### config.mk
export PLATFORM = sky130hd
export DESIGN_NAME = uart_tx
export DESIGN_NICKNAME = d
export VERILOG_FILES = /design/src/rtl/uart_tx.sv
export SDC_FILE = /design/constraint.sdc
export NUM_CORES = 1
export LEC_CHECK = 0
export ABC_AREA = 1
export CORE_MARGIN = 5
export CORE_UTILIZATION = 45
export DETAILED_ROUTE_END_ITERATION = 6
export HOLD_SLACK_MARGIN = 0.08
export PLACE_DENSITY_LB_ADDON = 0.12
export SYNTH_ARGS = -nofsm -noshare
export SYNTH_HDL_FRONTEND = slang
export SYNTH_SLANG_ARGS = --single-unit
### constraint.sdc
create_clock -name clk -period 1.6 [get_ports clk]
set_clock_uncertainty 0.15 [all_clocks]
set_input_delay 0.16 -clock clk [delete_from_list [all_inputs] [get_ports clk]]
set_output_delay 0.16 -clock clk [all_outputs]
set_load 0.05 [all_outputs]
### src/rtl/uart_tx.sv
// UART transmitter: 16x-oversampled serial frame (start, data LSB first, stop).
// Optional even-parity bit between data and stop when UART_TX_PARITY_EN is defined.
`timescale 1ns/1ps
module uart_tx #(
    parameter int unsigned N_DATA_BITS = 8,
    parameter int unsigned SB_TICK     = 16,
    parameter int unsigned BAUD_DIV    = 163
) (
    input  logic                   clk,
    input  logic                   rst,
    input  logic                   i_tx_start,
    input  logic [N_DATA_BITS-1:0] i_data,
    output logic                   o_tx,
    output logic                   o_tx_done,
    output logic                   o_busy
);

    localparam int unsigned CNT_W = (BAUD_DIV > 1) ? $clog2(BAUD_DIV) : 1;
    localparam int unsigned IDX_W = (N_DATA_BITS > 1) ? $clog2(N_DATA_BITS) : 1;
    localparam logic [CNT_W-1:0] BAUD_LAST = CNT_W'(BAUD_DIV - 1);
    localparam logic [3:0]       S_LAST    = 4'd15;
    localparam logic [3:0]       STOP_LAST = 4'(SB_TICK - 1);
    localparam logic [IDX_W-1:0] N_LAST    = IDX_W'(N_DATA_BITS - 1);

    typedef enum logic [2:0] {
        IDLE,
        START,
        DATA,
`ifdef UART_TX_PARITY_EN
        PARITY,
`endif
        STOP
    } state_t;

    logic [CNT_W-1:0]       r_baud_cnt;
    logic                   w_tick;
    state_t                 r_state, w_state_next;
    logic [3:0]             r_s, w_s_next;
    logic [IDX_W-1:0]       r_n, w_n_next;
    logic [N_DATA_BITS-1:0] r_shift, w_shift_next;
    logic                   w_tx_next, w_done_next, w_busy_next;
`ifdef UART_TX_PARITY_EN
    logic                   r_parity, w_parity_next;
`endif

    // Free-running oversample tick, independent of frame start
    always_ff @(posedge clk or posedge rst) begin
        if (rst) begin
            r_baud_cnt <= '0;
        end else if (r_baud_cnt == BAUD_LAST) begin
            r_baud_cnt <= '0;
        end else begin
            r_baud_cnt <= r_baud_cnt + CNT_W'(1);
        end
    end

    assign w_tick = (r_baud_cnt == BAUD_LAST);

    always_ff @(posedge clk or posedge rst) begin
        if (rst) begin
            r_state   <= IDLE;
            r_s       <= '0;
            r_n       <= '0;
            r_shift   <= '0;
            o_tx      <= 1'b1;
            o_tx_done <= 1'b0;
            o_busy    <= 1'b0;
`ifdef UART_TX_PARITY_EN
            r_parity  <= 1'b0;
`endif
        end else begin
            r_state   <= w_state_next;
            r_s       <= w_s_next;
            r_n       <= w_n_next;
            r_shift   <= w_shift_next;
            o_tx      <= w_tx_next;
            o_tx_done <= w_done_next;
            o_busy    <= w_busy_next;
`ifdef UART_TX_PARITY_EN
            r_parity  <= w_parity_next;
`endif
        end
    end

    always_comb begin
        w_state_next  = r_state;
        w_s_next      = r_s;
        w_n_next      = r_n;
        w_shift_next  = r_shift;
        w_done_next   = 1'b0;
`ifdef UART_TX_PARITY_EN
        w_parity_next = r_parity;
`endif
        case (r_state)
            IDLE: begin
                if (i_tx_start) begin
                    w_shift_next  = i_data;
                    w_s_next      = '0;
                    w_state_next  = START;
`ifdef UART_TX_PARITY_EN
                    w_parity_next = ^i_data;
`endif
                end
            end
            START: begin
                if (w_tick) begin
                    if (r_s == S_LAST) begin
                        w_s_next     = '0;
                        w_n_next     = '0;
                        w_state_next = DATA;
                    end else begin
                        w_s_next = r_s + 4'd1;
                    end
                end
            end
            DATA: begin
                if (w_tick) begin
                    if (r_s == S_LAST) begin
                        w_s_next     = '0;
                        w_shift_next = r_shift >> 1;
                        w_n_next     = r_n + IDX_W'(1);
                        if (r_n == N_LAST) begin
`ifdef UART_TX_PARITY_EN
                            w_state_next = PARITY;
`else
                            w_state_next = STOP;
`endif
                        end
                    end else begin
                        w_s_next = r_s + 4'd1;
                    end
                end
            end
`ifdef UART_TX_PARITY_EN
            PARITY: begin
                if (w_tick) begin
                    if (r_s == S_LAST) begin
                        w_s_next     = '0;
                        w_state_next = STOP;
                    end else begin
                        w_s_next = r_s + 4'd1;
                    end
                end
            end
`endif
            STOP: begin
                if (w_tick) begin
                    if (r_s == STOP_LAST) begin
                        w_s_next     = '0;
                        w_state_next = IDLE;
                        w_done_next  = 1'b1;
                    end else begin
                        w_s_next = r_s + 4'd1;
                    end
                end
            end
            default: w_state_next = IDLE;
        endcase
    end

    // Line level is decoded from the next state so o_tx lines up with the state register
    always_comb begin
        w_tx_next   = 1'b1;
        w_busy_next = (w_state_next != IDLE);
        case (w_state_next)
            START:   w_tx_next = 1'b0;
            DATA:    w_tx_next = w_shift_next[0];
`ifdef UART_TX_PARITY_EN
            PARITY:  w_tx_next = r_parity;
`endif
            default: w_tx_next = 1'b1;
        endcase
    end

endmodule

==> results of run 1 <==
==> stage by stage <==
| step | utilization | setup TNS [ns] |
|---|---|---|
| 6_report | 0.609 | -0.0105 |
| 5_1_grt | 0.609 | -0.504 |
| 4_1_cts | 0.589 | -0.0219 |
| 3_5_place_dp | 0.549 | -0.128 |
| 3_3_place_gp | 0.549 | -0.0439 |
| 2_1_floorplan | - | 0 |
==> routing by layer <==
layer  track usage  wire, um  up-vias  share of wire
li1              -         -      656              -
met1         0.178      1280      614           0.41
met2         0.276      1570       25           0.51
met3        0.0454       133        9          0.043
met4        0.0973        90        0          0.029
met5             0         0        -              0
==> path summary, 6_finish.rpt <==
path	slack, ns	end	from	cells past startpoint
max in group asynchronous	0.53	o_tx$_DFF_PP1_	rst	4
min in group asynchronous	0.54	r_baud_cnt[2]$_DFF_PP0_	rst	4
worst min-delay path	0.21	r_shift[7]$_DFFE_PP0P_	i_data[7]	3
worst max-delay path	-0.01	r_s[0]$_DFFE_PP0P_	r_baud_cnt[4]$_DFF_PP0_	9
worst min register to register	0.34	r_shift[4]$_DFFE_PP0P_	r_shift[4]$_DFFE_PP0P_	2
worst max register to register	-0.01	r_s[0]$_DFFE_PP0P_	r_baud_cnt[4]$_DFF_PP0_	9
==> layout by cell type (no fill, tap or decap), types with 2 or more instances in the layout <==
cell             count
nor3_1               4
nor3_2               3
nand3_1             21
nand2_4              4
buf_12               2
clkdlybuf4s50_1     10
inv_1               13
dfrtp_1             28
o21ai_0              6
clkbuf_4             5
nand4_1              2
nor2_4               4
nand3_4              3
nand2_1             38
o21ai_1              3
nand2_2              7
nor2_1              12
a21oi_1              4
ha_1                 3
buf_4               12
ha_4                 2
nor2_2               2
nand3_2              2
inv_2                8
==> worst reg2reg max path, cell delays in order (launching register included) <==
cell	delay (ns)
dfrtp_1	0.45
inv_2	0.12
nand2_2	0.07
nor2_4	0.18
nand2_4	0.08
nand2_4	0.07
nand2_4	0.06
nor2_4	0.14
nand3_2	0.08
o21ai_2	0.13
==> state kept, by name (all words and copies together), names as in the netlist <==
name and flops:
r_state 3, r_n 3, o_tx_done 1, r_baud_cnt 8, o_busy 1, o_tx 1, r_s 4, r_shift 8
==> kinds of logic (layout without fill, tap and decap cells) <==
kind of cell | Yosys count | in the layout
AOI/OAI and AO/OA | 17 | 17
adders and majority gates | 5 | 5
buffers and inverters | 24 | 56
and+or+nand+nor | 106 | 106
xor gates and xnor gates | 1 | 1
other | 1 | 1
DFF | 29 | 29
==> final cells by class <==
cell class	count	area (um2)	share of cell area
clock buffer	6	51.3	0.0253
sequential	29	727	0.358
inverter	23	93.8	0.0462
tap	46	57.6	0.0283
clock inverter	2	37.5	0.0185
timing repair buffer	25	240	0.118
multi-input combinational	130	823	0.405
==> power groups by stage <==
stage               registers (W)  logic, W  clock network (W)
floorplan                0.000842  0.000108                  0
global placement         0.000828  0.000201                  0
detailed placement       0.000830  0.000207                  0
CTS                      0.000816  0.000210           0.000670
global route             0.000823  0.000242           0.000697
finish                   0.000817  0.000215           0.000653
==> what timing repair did <==
| item | in CTS | in global routing |
|---|---|---|
| setup endpoints to repair | 9 | 16 |
| setup buffers | 0 | 1 |
| gates cloned | 0 | 0 |
| hold buffers | 1 | 0 |
| gates resized for setup | 9 | 12 |
| hold endpoints to repair | 28 | 0 |
| pin swaps | 3 | 6 |
==> flow_metrics.py, run 1 <==
metrics = {
    "run_status": {
        "outcome": "complete, but fails checks",
        "violations": "setup timing",
    },
    "clock_tree": {
        "clk_pin_slew_worst_paths_ns": 0.10,
        "clockBufferDepth": 2,
        "clock-sinks": 29,
        "cts_max_level": 2,
        "clkLatencyLatePin_ns": 0.35,
        "cts_tree": "yes",
        "cts-root-buf": "clkbuf_4",
        "cts_buffers": 5,
    },
    "routing": {
        "drt_iter0_drc": 79,
        "ant_nets": 0,
        "firstDrtPassIters": 4,
        "vias_per_cell": 5.00,
        "vias": 1304,
        "wl_per_cell_um": 11.8,
        "drc": 0,
        "wirelength_um": 3070,
    },
    "setup_path": {
        "path_class": "flip-flop to flip-flop",
        "cpPeakStageDelay_ns": 0.45,
        "crit_family": "simple AND/OR/NAND/NOR gates",
        "crit_fanout": 5,
        "crit_top_cell": "nand2_4",
        "path_buf_inv": 1,
        "cp.required_ns": 1.72,
        "cpMaxStageDelayCell": "dfrtp_1",
        "cp.arrival_ns": 1.73,
        "start_kind": "flip-flop",
        "endpoint_kind": "flip-flop",
        "cp_cell_sequence": "inv_2 -> nand2_2 -> nor2_4 -> nand2_4 -> nand2_4 -> nand2_4 -> nor2_4 -> nand3_2 -> o21ai_2",
    },
    "floorplanning": {
        "dieArea_mm2": 0.00475,
        "rows": 21,
        "die_w_um": 68.9,
        "io_pins": 14,
        "initial_utilization": 0.468,
        "die_h_um": 68.9,
        "fp.coreArea_mm2": 0.00334,
    },
    "cells_and_area": {
        "nFillCells": 301,
        "n_antenna_cell": 0,
        "stdcell_area_mm2": 0.00203,
        "fin_nets": 230,
        "syn_to_final_growth_pct": 30.0,
        "drive_gt1_frac": 0.302,
        "stdcell_count": 261,
    },
    "yosys": {
        "synth_top_family_by_area": "simple AND/OR/NAND/NOR gates",
        "netlist_instances": 183,
        "syn_nets": 199,
        "yosysTopAreaCellShare": 0.449,
        "synth_warnings": 0,
        "ys_seq_elements": 29,
        "synthFlopType": "dfrtp_1",
        "ys_top_cells_by_area": "dfrtp_1 (45%), nand2_1 (9.9%), nand3_1 (7.1%)",
        "synth_mux_area_frac": 0,
        "syn_area_mm2": 0.00156,
        "synthAdderAreaFrac": 0.0401,
        "ys_seq_area_frac": 0.466,
        "async_reset_ff_frac": 1.00,
        "synth_common_cells": "nand2_1 (41), dfrtp_1 (28), nand3_1 (22), inv_1 (14), nor2_1 (12)",
        "synth_edf_count": 0,
        "synthXorXnorAreaFrac": 0.00561,
        "avgSynthCellArea_um2": 8.53,
        "yosysMostFrequentCell": "nand2_1",
        "yosys.area_share.simple": 0.360,
        "synth_top_cell_by_area": "dfrtp_1",
        "synth_compound_area_frac": 0.0641,
        "synth_cell_types": 31,
    },
    "global_routing": {
        "grt_use_total": 0.162,
        "grt_max_degree": 30,
        "antenna_found_initial": 0,
        "overflow": 0,
        "grt_first_pass_wirelength_um": 5510,
        "grt_pass1_vias": 1294,
    },
    "power_and_ir_drop": {
        "p_clk_frac": 0.387,
        "p_per_area_mw_per_mm2": 829,
        "power.internal_w": 0.00125,
        "p_sw_w": 0.000432,
        "p_comb_frac": 0.128,
        "peakVddDrop_mv": 0.472,
        "seq_power_share": 0.485,
        "p_total_w": 0.00168,
        "power.share.switching": 0.256,
        "leakagePower_nw": 1.05,
    },
    "sta": {
        "finalHoldWorstSlack_ns": 0.209,
        "fin_ws_ns": -0.0105,
        "layout_min_cycle_time_ns": 1.61,
        "finalCritPeriodShare": 1.01,
        "hold_violations": 0,
        "rsz0062_at_grt": "true",
        "setup_violations": 1,
        "fmax_ghz": 0.621,
        "slew_viol_final": 0,
    },
    "placement": {
        "dpl_cell_area_mm2": 0.00183,
        "pre_cts_ws_ns": -0.0708,
        "place.gp.congestion": 0.812,
        "io_buffers": 13,
        "dp_hpwl_um": 2340,
        "dpl.cell_count": 251,
    },
    "run": {
        "cap_violations": 0,
    },
    "hold_path": {
        "holdCritPathClass": "input port to flip-flop",
    },
}
(Power assumes the default switching activity.)
==> run 2, diff against run 1 <==
- CORE_UTILIZATION: 45 -> 51
==> run 2 against run 1 <==
  * The flow still finishes with violations (setup timing)
  * Power fell by 14%
  * Global-route usage increased by 0.85 points
  * Critical path depth grew 1
  * Sequential share of layout area grew 0.49 points
  * Critical path type unchanged
  * Highest routed layer unchanged
==> flow_metrics.py, run 2 (synthesis gave the netlist of run 1 again) <==
metrics = {
    "setup_path": {
        "crit_fanout": 5,
        "cp.required_ns": 1.70,
        "path_class": "flip-flop to flip-flop",
        "start_kind": "flip-flop",
        "cp.arrival_ns": 1.72,
        "endpoint_kind": "flip-flop",
    },
    "cells_and_area": {
        "fin_nets": 233,
        "n_antenna_cell": 0,
        "stdcell_count": 251,
        "largest_registers": "r_baud_cnt (8), r_shift (8), r_s (4)",
        "syn_to_final_growth_pct": 28.3,
        "final_util": 0.667,
        "final_common_cell": "nand2_1",
        "final_cell_mix": "nand2_1 (38), dfrtp_1 (28), nand3_1 (21)",
        "drive_gt1_frac": 0.303,
        "stdcell_area_mm2": 0.00200,
    },
    "run_status": {
        "violations": "setup timing",
        "outcome": "complete, but fails checks",
    },
    "clock_tree": {
        "cts_buffers": 5,
        "clkLatencyLatePin_ns": 0.33,
        "clockBufferDepth": 2,
        "cts_max_level": 2,
        "cts-root-buf": "clkbuf_4",
        "clk_pin_slew_worst_paths_ns": 0.09,
        "cts_tree": "yes",
        "clock-sinks": 29,
    },
    "hold_path": {
        "holdCritPathClass": "input port to flip-flop",
    },
    "sta": {
        "hold_violations": 0,
        "fin_ws_ns": -0.0170,
        "final.setup.tns_ns": -0.0220,
        "finalHoldWorstSlack_ns": 0.237,
        "finalCritPeriodShare": 1.01,
        "rsz0062_at_grt": "true",
        "layout_min_cycle_time_ns": 1.62,
        "slew_viol_final": 0,
        "setup_violations": 2,
        "fmax_ghz": 0.618,
    },
    "power_and_ir_drop": {
        "p_per_area_mw_per_mm2": 725,
        "peakVddDrop_mv": 0.556,
        "leakagePower_nw": 1.05,
    },
    "routing": {
        "wl_per_cell_um": 12.6,
        "ant_nets": 0,
        "drt_iter0_drc": 71,
        "vias_per_cell": 5.15,
        "drc": 0,
        "vias": 1292,
        "firstDrtPassIters": 4,
        "wirelength_um": 3150,
    },
    "global_routing": {
        "grt_use_total": 0.170,
        "grt_first_pass_wirelength_um": 5620,
        "overflow": 0,
        "grt_max_degree": 30,
        "antenna_found_initial": 0,
        "grt_pass1_vias": 1327,
    },
    "floorplanning": {
        "io_pins": 14,
        "rows": 20,
        "initial_utilization": 0.520,
        "die_h_um": 65.3,
        "dieArea_mm2": 0.00427,
        "die_w_um": 65.3,
        "fp.coreArea_mm2": 0.00300,
    },
    "placement": {
        "place.gp.congestion": 0.793,
        "dpl.cell_count": 236,
        "dpl_cell_area_mm2": 0.00180,
        "dp_hpwl_um": 2280,
        "io_buffers": 13,
    },
    "run": {
        "cap_violations": 0,
    },
}
run 2: cell types whose count changed in the layout (fill, tap and decap cells not counted):
| cell | change |
|---|---|
| clkbuf_1 | +3 |
| o21ai_1 | +1 |
| nand2_2 | -1 |
| clkinv_4 | -1 |
| o21ai_0 | -1 |
| inv_4 | +1 |
| buf_4 | +3 |
| nand2_4 | +1 |
| inv_1 | -1 |
| bufinv_16 | -1 |
| clkbuf_8 | -1 |
run 2: final cells by class:
class	count	area, um2
multi-input cells	130	828
inverters	23	95.1
clock buffers	8	48.8
repair buffers	28	263
fillers	262	1000
flip-flops and latches	29	727
well taps	33	41.3
run 2: what timing repair did:
item | in CTS | in global routing
buffers inserted | 1 | 5
hold buffers | 1 | 0
pin swaps | 3 | 6
cloned | 0 | 0
hold endpoints to repair | 28 | 0
resized for setup | 5 | 19
endpoints found under the setup margin | 12 | 18
run 2: routing by layer:
layer,track usage,wire length [um],share of wire,vias up
li1,-,-,-,663
met1,0.194,1400,0.44,606
met2,0.297,1590,0.51,16
met3,0.0547,107,0.034,7
met4,0.0622,51,0.016,0
met5,0,0,0,-
run 2: report_power, final:
group | switching (W) | internal (W) | total [W] | leakage, nW
Combinational | 0.000121 | 0.0000988 | 0.000220 | 0.658
Clock | 0.000241 | 0.000175 | 0.000415 | 0.0265
Sequential | 0.0000304 | 0.000787 | 0.000817 | 0.369
Total | 0.000392 | 0.00106 | 0.00145 | 1.05
run 2: path summary, 6_finish.rpt:
| check | endpoint | cells past startpoint | slack [ns] | startpoint |
|---|---|---|---|---|
| min in group asynchronous | r_n[0]$_DFFE_PP0P_ | 4 | 0.56 | rst |
| worst min-delay path | r_shift[3]$_DFFE_PP0P_ | 3 | 0.24 | i_data[3] |
| max in group asynchronous | o_tx$_DFF_PP1_ | 4 | 0.50 | rst |
| worst min register to register | r_n[1]$_DFFE_PP0P_ | 2 | 0.35 | r_n[1]$_DFFE_PP0P_ |
| worst max register to register | r_s[0]$_DFFE_PP0P_ | 10 | -0.02 | r_baud_cnt[0]$_DFF_PP0_ |
| worst max-delay path | r_s[0]$_DFFE_PP0P_ | 10 | -0.02 | r_baud_cnt[0]$_DFF_PP0_ |
run 2: metrics by stage:
stage	worst slack, ns	power (W)
after global placement	0.00826	0.00102
after detailed placement	-0.0634	0.00103
after global routing	-0.119	0.00154
after floorplan	0.0476	0.000950
after CTS	-0.0443	0.00145
final	-0.0170	0.00145
run 2: worst max-delay path, stage by stage, from the launching register on:
cell and delay (ns):
dfrtp_1 0.40, inv_2 0.09, ha_4 0.15, nand3_4 0.10
inv_4 0.11, nand2_4 0.07, nand2_4 0.07, nand2_4 0.07
nor2_4 0.14, nand3_1 0.08, o21ai_1 0.14
==> run 3, diff against run 2 <==
- ABC_CLOCK_PERIOD_IN_PS: unset -> 1600
- CORE_ASPECT_RATIO: unset -> 0.6
==> run 3 against run 2 <==
  * The flow still finishes with violations (setup timing)
  * Clock-buffer cell count decreased by 1
  * Combinational power is 4% higher
  * Critical path depth is the same
  * Routed wire length rose by 9.4%
  * Die area is 0.84% higher
  * Sequential cell count did not move
  * Utilization up 5.4 points
  * Setup slack better by 0.010 ns
  * Worst hold slack gained 0.063 ns
  * Clock power rose by 44%
  * Highest routed layer unchanged
  * Via count grew 4.3%
==> flow_metrics.py, run 3 (synthesis gave the netlist of run 1 again) <==
metrics = {
    "setup_path": {
        "cp.arrival_ns": 1.66,
        "r2r-end": "r_s[0]$_DFFE_PP0P_",
        "reg2reg_depth": 10,
        "start_kind": "flip-flop",
        "crit_end": "r_s[0]$_DFFE_PP0P_",
        "r2r_slack_ns": -0.007,
        "endpoint_kind": "flip-flop",
        "crit_fanout": 5,
        "path_class": "flip-flop to flip-flop",
        "cp.required_ns": 1.65,
        "startpoint": "r_baud_cnt[0]$_DFF_PP0_",
        "reg2reg_from": "r_baud_cnt[0]$_DFF_PP0_",
    },
    "floorplanning": {
        "die_h_um": 52.9,
        "fp.coreArea_mm2": 0.00291,
        "die_w_um": 81.4,
        "io_pins": 14,
        "rows": 15,
        "initial_utilization": 0.537,
        "dieArea_mm2": 0.00430,
    },
    "cells_and_area": {
        "largest_registers": "r_baud_cnt (8), r_shift (8), r_s (4)",
        "final_common_cell": "nand2_1",
        "nFillCells": 226,
        "drive_gt1_frac": 0.338,
        "syn_to_final_growth_pct": 34.3,
        "fin_nets": 238,
        "n_antenna_cell": 0,
        "stdcell_count": 264,
        "final_cell_mix": "nand2_1 (37), dfrtp_1 (26), nand3_1 (21)",
    },
    "sta": {
        "layout_min_cycle_time_ns": 1.61,
        "slew_viol_final": 0,
        "hold_violations": 0,
        "fmax_ghz": 0.622,
        "finalCritPeriodShare": 1.00,
        "finalHoldWorstSlack_ns": 0.300,
        "fin_ws_ns": -0.00699,
        "final.setup.tns_ns": -0.00699,
        "setup_violations": 1,
        "rsz0062_at_grt": "true",
    },
    "global_routing": {
        "overflow": 0,
        "grt_max_degree": 30,
        "grt_use_total": 0.187,
        "antenna_found_initial": 0,
        "grt_first_pass_wirelength_um": 5930,
        "grt_pass1_vias": 1289,
    },
    "routing": {
        "firstDrtPassIters": 4,
        "vias_per_cell": 5.10,
        "wl_per_cell_um": 13.1,
        "drc": 0,
        "drt_iter0_drc": 84,
        "wirelength_um": 3450,
        "ant_nets": 0,
        "vias": 1347,
    },
    "power_and_ir_drop": {
        "p_per_area_mw_per_mm2": 784,
        "leakagePower_nw": 1.08,
        "power.internal_w": 0.00123,
        "peakVddDrop_mv": 0.482,
        "p_clk_frac": 0.363,
        "p_sw_w": 0.000415,
        "p_comb_frac": 0.138,
        "seq_power_share": 0.498,
        "power.share.switching": 0.253,
    },
    "run_status": {
        "outcome": "complete, but fails checks",
        "violations": "setup timing",
    },
    "clock_tree": {
        "cts-root-buf": "clkbuf_8",
        "clockBufferDepth": 2,
        "cts_buffers": 5,
        "cts_tree": "yes",
        "clkLatencyLatePin_ns": 0.28,
        "clock-sinks": 29,
        "cts_max_level": 2,
        "clk_pin_slew_worst_paths_ns": 0.06,
    },
    "placement": {
        "dp_hpwl_um": 2440,
        "io_buffers": 13,
        "pre_cts_ws_ns": -0.0493,
        "place.gp.congestion": 0.833,
        "dpl.cell_count": 249,
    },
    "run": {
        "cap_violations": 0,
    },
    "hold_path": {
        "holdCritPathClass": "input port to flip-flop",
    },
}
## run 3: power by group through the flow
| stage | Sequential (W) | Clock [W] | Combinational, W |
|---|---|---|---|
| floorplan | 0.000842 | 0 | 0.000108 |
| global placement | 0.000829 | 0 | 0.000199 |
| detailed placement | 0.000829 | 0 | 0.000206 |
| CTS | 0.000817 | 0.000614 | 0.000209 |
| global route | 0.000824 | 0.000645 | 0.000258 |
| finish | 0.000820 | 0.000598 | 0.000228 |
## run 3: final cells by class
type | instances | area (um2) | share of cell area
Clock buffer | 7 | 86.3 | 0.0412
Inverter | 23 | 96.3 | 0.0459
Multi-Input combinational cell | 130 | 832 | 0.397
Sequential cell | 29 | 729 | 0.348
Tap cell | 42 | 52.6 | 0.0251
Timing Repair Buffer | 33 | 300 | 0.143
## run 3: through the flow
stage,util,power (W),cell area (um2)
2_1_floorplan,-,0.000950,1560
3_3_place_gp,0.633,0.00103,1840
3_5_place_dp,0.633,0.00103,1840
4_1_cts,0.676,0.00164,1970
5_1_grt,0.721,0.00173,2100
6_report,0.721,0.00164,2100
## run 3: repair_timing
action,4_1_cts,5_1_grt
hold buffers,1,0
gates resized for setup,8,18
buffers inserted,0,7
cloned,0,0
pin swaps,2,8
setup endpoints to repair,15,20
endpoints found under the hold margin,28,0
## run 3: how the worst min path moves through the flow
stage | from | end | cells past startpoint
after floorplan | rst | o_busy$_DFF_PP0_ | 1
after global placement | r_n[1]$_DFFE_PP0P_ | r_n[1]$_DFFE_PP0P_ | 2
after detailed placement | r_n[2]$_DFFE_PP0P_ | r_n[2]$_DFFE_PP0P_ | 2
after CTS | i_data[4] | r_shift[4]$_DFFE_PP0P_ | 3
after global routing | i_data[7] | r_shift[7]$_DFFE_PP0P_ | 3
final | i_data[2] | r_shift[2]$_DFFE_PP0P_ | 3
## run 3: critical path: stages, from the launching register on
cell and delay [ns]:
dfrtp_1 0.39, inv_2 0.08, ha_4 0.13, nand3_4 0.10, inv_4 0.11, nand2_4 0.07, nand2_4 0.07, nand2_4 0.06
nor2_4 0.15, nand3_2 0.07, o21ai_1 0.13
## run 3: metal layers
layer | GRT usage | part of all wire | up-vias
li1 | - | - | 673
met1 | 0.253 | 0.47 | 642
met2 | 0.285 | 0.47 | 26
met3 | 0.0527 | 0.046 | 6
met4 | 0.0674 | 0.012 | 0
met5 | 0 | 0 | -
